`src/rtl/register_file.sv`:
```
// 16 x 16-bit general-purpose register file: one synchronous write port and
// two independent combinational read ports, each gated by its own enable.
module register_file #(
  parameter int DATA_W = 16,
  parameter int ADDR_W = 4
) (
  input  logic              Clk,
  input  logic              Rst,
  input  logic              Wen,
  input  logic [ADDR_W-1:0] WAddr,
  input  logic [DATA_W-1:0] WData,
  input  logic [ADDR_W-1:0] RAAddr,
  input  logic [ADDR_W-1:0] RBAddr,
  input  logic              RAen,
  input  logic              RBen,
  output logic [DATA_W-1:0] RAData,
  output logic [DATA_W-1:0] RBData
);

  localparam int DEPTH = 2 ** ADDR_W;

  logic [DATA_W-1:0] regs [DEPTH];

  // Reset wins over a same-cycle write; no register is hard-wired to zero.
  always_ff @(posedge Clk) begin
    if (Rst) begin
      for (int i = 0; i < DEPTH; i++) begin
        regs[i] <= '0;
      end
    end else if (Wen) begin
      regs[WAddr] <= WData;
    end
  end

  // Reads come straight from storage with no write bypass, so a same-address
  // write becomes visible only after the edge that commits it.
  assign RAData = RAen ? regs[RAAddr] : '0;
  assign RBData = RBen ? regs[RBAddr] : '0;

endmodule

```
`config.mk`:
```
export PLATFORM = sky130hd
export DESIGN_NAME = register_file
export DESIGN_NICKNAME = d
export VERILOG_FILES = /design/src/rtl/register_file.sv
export SDC_FILE = /design/constraint.sdc
export NUM_CORES = 1
export LEC_CHECK = 0
export ABC_AREA = 0
export CORE_ASPECT_RATIO = 1.4
export CORE_MARGIN = 8
export CORE_UTILIZATION = 53
export DETAILED_ROUTE_END_ITERATION = 7
export GPL_TIMING_DRIVEN = 0
export MAX_ROUTING_LAYER = met4
export PLACE_DENSITY = 0.67
export SLEW_MARGIN = 10
export SYNTH_ARGS = -nofsm -noshare
export SYNTH_HDL_FRONTEND = slang
export SYNTH_SLANG_ARGS = --single-unit
```
`constraint.sdc`:
```
create_clock -name Clk -period 2.4 [get_ports Clk]
set_clock_uncertainty 0.05 [all_clocks]
set_input_delay 0.6 -clock Clk [delete_from_list [all_inputs] [get_ports Clk]]
set_output_delay 0.6 -clock Clk [all_outputs]
set_load 0.02 [all_outputs]
```
==> metrics, run 1 <==
post-synth net total=about 1,000; Logic pwr share=0.186; failing checks=setup timing; Synth top cells by count=258 x and2_1, 256 x edfxtp_1, 85 x mux4_2; Yosys top cell area share=0.548; Mapped Cells=963; Inserted Clock Buffers=25; via count=between 10k and 15k; Layout fillers=about 1.8k; final setup violation count=32; die height=208 microns; share of synthesized registers carrying an async set or reset=0; Net Sw Frac=0.264; Initial DRC Count=roughly 1.3k; most common cell in the netlist=and2_1; post-synthesis cell area=about 0.014 sq mm; Core Area=roughly 0.026 sq mm; worst-path fanout max=2; H-tree Lvls=1; Arrival @ worst endpoint=~2.1 ns; Seq/Total Area, Yosys=0.548; final count of pins violating max slew=0; clock transition at the registers of the reported paths=around 0.06 ns; DR WL/cell=about 34 microns; nets=1,185; die area=about 0.032 sq mm; Placed Area=roughly 0.015 sq mm; CTS Root Cell=clkbuf_16; GRT Resource Usage Total=0.322; DRC=0; EDFF count, synth=256; final setup margin=-0.315 ns; I/O Buffers=61; maximum VDD drop=a little under 0.0006 V; area leader, netlist=edfxtp_1; vias per cell=about 6.7; Final min period=~2.7 ns; biggest regs=regs: 256 flops; footprint of the multi-input gates=~0.0066 sq mm; first-pass iteration count of the detailed router=5; CP startpoint kind=flip-flop; # diodes=0; Clock Power Share=0.328; critical path class=flip-flop to primary output; Area Growth Syn to Fin=30.0%; Synth area leaders=edfxtp_1 55%, mux4_2 14%, and2_1 12%; Post-DP HPWL=about 30 mm; Largest register FFs=around 260; Total Wirelength=50.5 mm; largest net degree at the start of global routing=17; GRT Residual Overflow=0; syn_area_per_cell=between 10 and 15 sq um; Top reg by flops=regs; PwrDens=roughly 600 mW/mm^2; io pins=between 60 and 70; post-synthesis cell type count=39; Initial Util=0.537; RSZ-0062 raised after global routing=true; CP peak stage delay=between 0.5 and 0.6 ns; initial antenna violation count=0; first-pass GRT wire length=approximately 71 mm; Ys Warns=0; share of cells above drive strength 1=0.404; sequential share of power=0.486; CTS tree=done; Tcrit/Tclk final=1.13; Detail Route Antenna Nets=0; run status=finished with violations; Min Hold Slack=about 0.82 ns; worst min path class=primary input to flip-flop; Worst Setup End Kind=primary output; GPL Wtd Cong=just over 0.9; # rows=70; Hold Fails Final Rpt=0; critical-path cell list=mux4_2, mux2i_4, o32ai_2, buf_4; Core Util, Final=0.698; highest clock rate=around 0.37 GHz; Net Sw Power=between 0.002 and 0.003 W; fin area=0.0182 sq mm; register area=0.00769 sq mm; Data required, critical path=between 1.5 and 2 ns; Sum Neg Setup Slack=-6.47 ns; max_cap viols=0; Main synth FF type=edfxtp_1; worst-margin pin slew=0.639 ns; Die W=between 150 and 200 microns; Slowest cell on crit path=mux4_2; vias in the first global route=roughly 10k; FF+latch count, synth=256; cell-internal power=roughly 0.008 W; Worst slew margin=0.573; clock buffer depth=3; clock sink total=256; leak pwr=around 6.8 nW
==> power groups by stage <==
stage / clock [W] / combinational, W / sequential, W
final: 0.00358 / 0.00204 / 0.00532
after floorplan: 0 / 0.000899 / 0.00534
after detailed placement: 0 / 0.00147 / 0.00540
after global routing: 0.00371 / 0.00209 / 0.00534
after CTS: 0.00357 / 0.00195 / 0.00531
after global placement: 0 / 0.00147 / 0.00538
==> worst max-delay path, delay by kind of cell, from the launching register on <==
family / cells / cell delay (ns)
DFF: 1 / 0.43
muxes: 2 / 0.78
buffers and inverters: 1 / 0.18
AOI/OAI and AO/OA: 1 / 0.15
==> final cells by class <==
cell class	instances	share of cell area
Timing Repair Buffer	167	0.104
Sequential cell	256	0.422
Tap cell	324	0.0222
Multi-Input combinational cell	627	0.359
Clock inverter	10	0.00227
Inverter	1	0.000206
Buffer	74	0.0540
Clock buffer	32	0.0358
==> layer usage <==
| metal | up-vias | wire length (microns) | GRT usage |
|---|---|---|---|
| met2 | 717 | 23700 | 0.502 |
| met4 | 0 | 3560 | 0.189 |
| met5 | - | 0 | - |
| li1 | 4062 | - | - |
| met3 | 209 | 4920 | 0.0556 |
| met1 | 5029 | 18400 | 0.391 |
==> logic make-up after synthesis <==
logic type	Yosys count	share of synthesized area
AOI/OAI and AO/OA	100	0.0486
buffers and inverters	80	0.0352
and+or+nand+nor	340	0.157
muxes	187	0.211
DFF	256	0.548
==> stage by stage <==
stage | power [W] | instances | setup slack (ns)
floorplan | 0.00624 | 963 | -0.00426
global placement | 0.00685 | 1348 | -2.14
detailed placement | 0.00687 | 1348 | -2.06
CTS | 0.0108 | 1465 | -0.256
global route | 0.0111 | 1491 | -0.310
finish | 0.0109 | 1491 | -0.315
==> worst paths after layout <==
path | to | slack, ns | start | cells after the start
max | RBData[2] | -0.31 | regs[7][2] | 4
min | regs[1][15] | 0.82 | WData[15] | 2
==> what timing repair did <==
action,CTS,global route
gates resized for setup,474,30
hold buffers,0,0
gates cloned,14,1
pin swaps,51,35
endpoints found under the setup margin,234,218
buffers inserted,65,30
==> placed cells by master (no fill, tap or decap), drive strengths merged, types with 16 or more instances in the layout <==
master and n:
and2 258, nor2 16, edfxtp 256, mux4 85, clkbuf 68, a221oi 18
buf 179, or2 17, o21ai 28, nand2 23, clkdlybuf4s50 21, mux2i 80
mux2 22, a22oi 21
Note: power is estimated with default switching activity, not from simulation.
==> run 2: changes to the inputs <==
--- a/config.mk
+++ b/config.mk
@@ -12,7 +12,7 @@
 export DETAILED_ROUTE_END_ITERATION = 7
 export GPL_TIMING_DRIVEN = 0
 export MAX_ROUTING_LAYER = met4
-export PLACE_DENSITY = 0.67
+export PLACE_DENSITY = 0.79
 export SLEW_MARGIN = 10
 export SYNTH_ARGS = -nofsm -noshare
 export SYNTH_HDL_FRONTEND = slang
==> run 2 against run 1 <==
Effect of this change:
- the flow still finishes with violations (setup timing)
- clock power about the same
- sequential power about the same
- critical path depth increased by 4
- critical path type is now primary input to primary output
- largest cell class unchanged
- largest power group unchanged
- highest routed layer unchanged
==> metrics, run 2 (same netlist as run 1, synthesis figures left out) <==
run status=finished with violations; failing checks=setup timing; io pins=65 (unchanged); Hold Path Depth=2 (unchanged); final setup margin=-0.533 ns (-0.219 ns); die height=208 microns (unchanged); vias per cell=7.09 (+5.5%); DRC=0 (unchanged); DR WL/cell=34.5 microns (+1.8%); most frequent cells in the layout=256 x and2_1, 256 x edfxtp_1, 85 x mux4_2; RSZ-0062 raised after global routing=true; Worst Setup End Kind=primary output; clock sink total=256 (unchanged); CTS tree=done; Data required, critical path=1.75 ns (about the same); die area=0.0320 sq mm (unchanged); clock transition at the registers of the reported paths=0.06 ns (about the same); PwrDens=602 mW/mm^2 (+0.36%); Worst slew margin=0.552 (-0.0215); Tcrit/Tclk final=1.22 (+0.0911); worst-margin pin slew=0.672 ns (+0.0322 ns); Hold Fails Final Rpt=0 (unchanged); critical path class=primary input to primary output; GRT Resource Usage Total=0.310 (-0.0119); final count of pins violating max slew=0 (unchanged); leak pwr=6.67 nW (-1.2%); Total Wirelength=50.8 mm (+0.59%); largest net degree at the start of global routing=17 (unchanged); nets=1,167 (-1.5%); Die W=153 microns (unchanged); final setup violation count=32 (unchanged); share of cells above drive strength 1=0.405 (+0.00110); CTS Root Cell=clkbuf_16; Hold-fix buffers, CTS=0 (unchanged); Core Area=0.0261 sq mm (unchanged); Final min period=2.93 ns (+0.219 ns); Placed Area=0.0151 sq mm (unchanged); Layout fillers=1,566 (-11%); Initial DRC Count=1,639 (+25%); clock buffer depth=3 (unchanged); Hold Crit Start=WData[11]; max_cap viols=0 (unchanged); CP startpoint kind=primary input; fin area=0.0182 sq mm (-0.11%); first-pass iteration count of the detailed router=6 (+1); critical-path cell list=buf_16, buf_16, buf_8, mux2i_1, a221oi_4, o21ai_4, nand2_2, buf_6; Detail Route Antenna Nets=0 (unchanged); highest clock rate=0.341 GHz (-7.5%); GPL Wtd Cong=0.981 (+8.0%); Arrival @ worst endpoint=2.28 ns (+0.22 ns); biggest regs=regs: 256 flops; CP bufs+invs=4 (+3); first-pass GRT wire length=69.6 mm (-2.5%); hold endpoint=regs[0][11]; worst-path fanout max=10 (+8); Area Growth Syn to Fin=29.8%; Sum Neg Setup Slack=-6.69 ns (-0.214 ns); GRT Residual Overflow=0 (unchanged); Largest register FFs=256 (unchanged); Initial Util=0.537 (unchanged); maximum VDD drop=0.000461 V (-21%); I/O Buffers=61 (unchanged); Post-DP HPWL=29.1 mm (-4.7%); Top reg by flops=regs; H-tree Lvls=1 (unchanged); worst min path class=primary input to flip-flop; via count=10.4k (+4.2%); Top Family by Delay on Critical Path=compound AO/OA/AOI/OAI gates; # diodes=0 (unchanged); Slowest cell on crit path=a221oi_4; vias in the first global route=10.3k (+1.7%); Inserted Clock Buffers=24 (-4.0%); initial antenna violation count=0 (unchanged); # rows=70 (unchanged); CP peak stage delay=0.56 ns (+0.03 ns); Most common cell on crit path=buf_16
run 2: cell types whose count changed in the layout (fill, tap and decap cells not counted), moves of 3 or more:
cell	delta
buf_12	-9
buf_2	+3
buf_4	-24
buf_6	+6
buf_8	+3
mux2i_1	-5
mux2i_4	+4
o21ai_1	-6
o21ai_2	+3
o21ai_4	+3
run 2: per-layer routing:
| metal | track usage | vias up | wire length [microns] |
|---|---|---|---|
| met2 | 0.490 | 1039 | 23900 |
| li1 | - | 4037 | - |
| met1 | 0.345 | 5035 | 15600 |
| met4 | 0.212 | 0 | 4590 |
| met5 | - | - | 0 |
| met3 | 0.0745 | 331 | 6750 |
run 2: cell type report:
cell class / instances / area, sq um / share of cell area
plain buffers: 75 / 1000 / 0.0550
well taps: 324 / 405 / 0.0223
repair buffers: 148 / 1730 / 0.0952
clock inverters: 9 / 37.5 / 0.00206
multi-input cells: 628 / 6680 / 0.367
flip-flops and latches: 256 / 7690 / 0.422
clock buffers: 32 / 652 / 0.0358
inverters: 1 / 6.26 / 0.000344
run 2: worst max-delay path by stage:
stage / from / endpoint / slack, ns / depth (start not counted)
finish: RAAddr[0] / RAData[6] / -0.53 / 8
global route: RAAddr[0] / RAData[6] / -0.51 / 8
CTS: regs[0][2] / RBData[2] / -0.21 / 4
detailed placement: RAAddr[1] / RAData[1] / -1.98 / 8
global placement: RAAddr[1] / RAData[1] / -1.96 / 8
floorplan: RAAddr[0] / RAData[13] / -0.004 / 5
run 2: where the power goes:
part | switching, W | internal, W
clock | 0.00167 | 0.00189
combinational | 0.00110 | 0.000975
sequential | 0.000152 | 0.00518
total | 0.00292 | 0.00805
run 2: timing repair:
item | in CTS | in global routing
setup endpoints to repair | 218 | 217
pin swaps | 35 | 28
resized for setup | 454 | 71
endpoints found under the hold margin | 0 | 0
cloned | 11 | 5
buffers inserted | 49 | 23
run 2: metrics by stage:
stage,util,setup WS [ns],total power (W),std cells,hold slack [ns]
floorplan,-,-0.00426,0.00624,963,0.748
global placement,0.580,-1.96,0.00681,1348,1.33
detailed placement,0.580,-1.98,0.00685,1348,1.34
CTS,0.673,-0.210,0.0107,1445,0.807
global route,0.698,-0.507,0.0111,1473,0.837
finish,0.698,-0.533,0.0110,1473,0.818
==> run 3: changes to the inputs <==
--- a/config.mk
+++ b/config.mk
@@ -10,7 +10,6 @@
 export CORE_MARGIN = 8
 export CORE_UTILIZATION = 53
 export DETAILED_ROUTE_END_ITERATION = 7
-export GPL_TIMING_DRIVEN = 0
 export MAX_ROUTING_LAYER = met4
 export PLACE_DENSITY = 0.79
 export SLEW_MARGIN = 10
==> run 3 against run 2 <==
Effect of this change:
- the flow still finishes with violations (setup timing)
- non-clock buffer count increased by 48
- via count decreased by 4.0%
- first-iteration DRC count decreased by 32%
- flip-flop and latch count unchanged
- cell count increased by 3.4%
- maximum frequency increased by 7.5%
- critical endpoint is now RBData[6]
- largest power group unchanged
- highest routed layer unchanged
==> metrics, run 3 (same netlist as run 1, synthesis figures left out) <==
run status=finished with violations; failing checks=setup timing; CTS tree=done; Worst Setup End Kind=primary output; cell-internal power=0.00851 W (+5.7%); first-pass iteration count of the detailed router=7 (+1); Initial DRC Count=1,122 (-32%); final count of pins violating max slew=0 (unchanged); DR WL/cell=29.3 microns (-15%); worst-path fanout max=2 (-8); io pins=65 (unchanged); sequential share of power=0.471 (-0.015); initial antenna violation count=1 (+1); CP startpoint kind=flip-flop; Detail Route Antenna Nets=0 (unchanged); critical path class=flip-flop to primary output; maximum VDD drop=0.000503 V (+9.1%); Initial Util=0.537 (unchanged); Slowest cell on crit path=mux4_2; most frequent cells in the layout=258 x and2_1, 256 x edfxtp_1, 142 x buf_4; GRT Residual Overflow=0 (unchanged); Data required, critical path=1.75 ns (about the same); clock sink total=256 (unchanged); Core Area=0.0261 sq mm (unchanged); CP bufs+invs=1 (-3); GPL Wtd Cong=0.922 (-6.1%); vias in the first global route=10.3k (-0.71%); fin area=0.0183 sq mm (+0.65%); die area=0.0320 sq mm (unchanged); share of cells above drive strength 1=0.426 (+0.0210); CTS Root Cell=clkbuf_16; most common cell after layout, fill and taps aside=and2_1; Net Sw Frac=0.247 (-0.0188); Net Sw Power=0.00280 W (-4.2%); # rows=70 (unchanged); PwrDens=617 mW/mm^2 (+2.4%); worst min path class=primary input to flip-flop; hold endpoint=regs[1][9]; via count=10.0k (-4.0%); Largest register FFs=256 (unchanged); DRC=0 (unchanged); Total Wirelength=44.6 mm (-12%); Area Growth Syn to Fin=30.7%; clock buffer depth=3 (unchanged); Arrival @ worst endpoint=2.08 ns (-0.20 ns); Layout fillers=1,576 (+0.64%); Worst slew margin=0.562 (+0.0107); pre-CTS setup slack=-1.14 ns (+0.841 ns); max_cap viols=0 (unchanged); critical-path cell list=mux4_2, mux2i_4, o21ai_2, buf_6; Inserted Clock Buffers=24 (unchanged); vias per cell=6.58 (-7.2%); Hold Crit Start=WData[9]; Tcrit/Tclk final=1.14 (-0.0852); I/O Buffers=64 (+4.9%); Top Family by Delay on Critical Path=multiplexers; CP peak stage delay=0.60 ns (+0.04 ns); clock transition at the registers of the reported paths=0.07 ns (about the same); leak pwr=6.91 nW (+3.6%); final setup violation count=32 (unchanged); Final min period=2.73 ns (-0.205 ns); Hold-fix buffers, CTS=0 (unchanged); biggest regs=regs: 256 flops; worst-margin pin slew=0.655 ns (-0.0170 ns); register area=0.00769 sq mm (unchanged); Clock Power Share=0.354 (+0.029); first-pass GRT wire length=62.6 mm (-10%); GRT Resource Usage Total=0.269 (-0.0410); Hold Fails Final Rpt=0 (unchanged); footprint of the multi-input gates=0.00637 sq mm (-4.7%); RSZ-0062 raised after global routing=true; die height=208 microns (unchanged); nets=1,214 (+4.0%); Top reg by flops=regs; final setup margin=-0.329 ns (+0.205 ns); Post-DP HPWL=28.3 mm (-2.4%); Die W=153 microns (unchanged); highest clock rate=0.366 GHz (+7.5%); Logic pwr share=0.174 (-0.015); largest net degree at the start of global routing=18 (+1); Placed Area=0.0164 sq mm (+8.2%); H-tree Lvls=1 (unchanged); Hold Path Depth=2 (unchanged)
## run 3: cell types whose count changed in the layout (fill, tap and decap cells not counted), moves of 7 or more
| cell | before | now |
|---|---|---|
| or2_2 | 2 | 10 |
| or2_4 | 16 | 0 |
| a221oi_4 | 7 | 0 |
| buf_16 | 14 | 4 |
| buf_12 | 32 | 46 |
| buf_6 | 32 | 41 |
| mux2i_4 | 11 | 4 |
| clkbuf_1 | 24 | 4 |
| buf_2 | 16 | 4 |
| buf_8 | 9 | 2 |
| or2_1 | 0 | 7 |
| a221oi_2 | 7 | 15 |
| buf_4 | 57 | 142 |
| mux2i_1 | 59 | 72 |
## run 3: routing by layer
metal  up-vias  share of wire  global-route usage  wire (microns)
met1      5034           0.33               0.295           14600
met2       696           0.51               0.470           22900
met5         -              0                   -               0
met4         0          0.061               0.141            2710
li1       4122              -                   -               -
met3       172          0.097              0.0375            4340
## run 3: final cells by class
cell class	instances	share of cell area
antenna	1	0.000137
clock buffer	29	0.0350
clock inverter	14	0.00983
inverter	1	0.000205
multi-input combinational	627	0.348
sequential	256	0.420
tap	324	0.0221
timing repair buffer	271	0.166
## run 3: what timing repair did
action | 4_1_cts | 5_1_grt
cloned | 4 | 4
hold endpoints to repair | 0 | 0
endpoints found under the setup margin | 32 | 32
gates resized for setup | 283 | 56
buffers inserted | 25 | 12
pin swaps | 18 | 20
## run 3: how the worst max path moves through the flow
stage / start / endpoint / slack, ns / cells past startpoint
2_1_floorplan: RAAddr[0] / RAData[13] / -0.004 / 5
3_3_place_gp: RAAddr[3] / RAData[1] / -1.11 / 7
3_5_place_dp: RAAddr[3] / RAData[1] / -1.14 / 7
4_1_cts: regs[7][11] / RBData[11] / -0.27 / 5
5_1_grt: regs[8][6] / RBData[6] / -0.38 / 4
6_report: regs[12][6] / RBData[6] / -0.33 / 4
## run 3: power by group through the flow
stage                     combinational [W]  sequential (W)  clock, W
after floorplan                    0.000899         0.00534         0
after global placement              0.00163         0.00538         0
after detailed placement            0.00164         0.00540         0
after CTS                           0.00182         0.00531   0.00401
after global routing                0.00204         0.00535   0.00415
final                               0.00197         0.00533   0.00401
## run 3: stage by stage
step	cells	util	power [W]	hold slack (ns)	setup TNS, ns
after floorplan	963	-	0.00624	0.748	-0.00426
final	1523	0.702	0.0113	1.08	-6.38
after detailed placement	1436	0.627	0.00704	1.60	-36.26
after CTS	1507	0.686	0.0111	1.06	-6.07
after global routing	1523	0.702	0.0115	1.12	-7.56
after global placement	1436	0.627	0.00701	1.56	-33.93
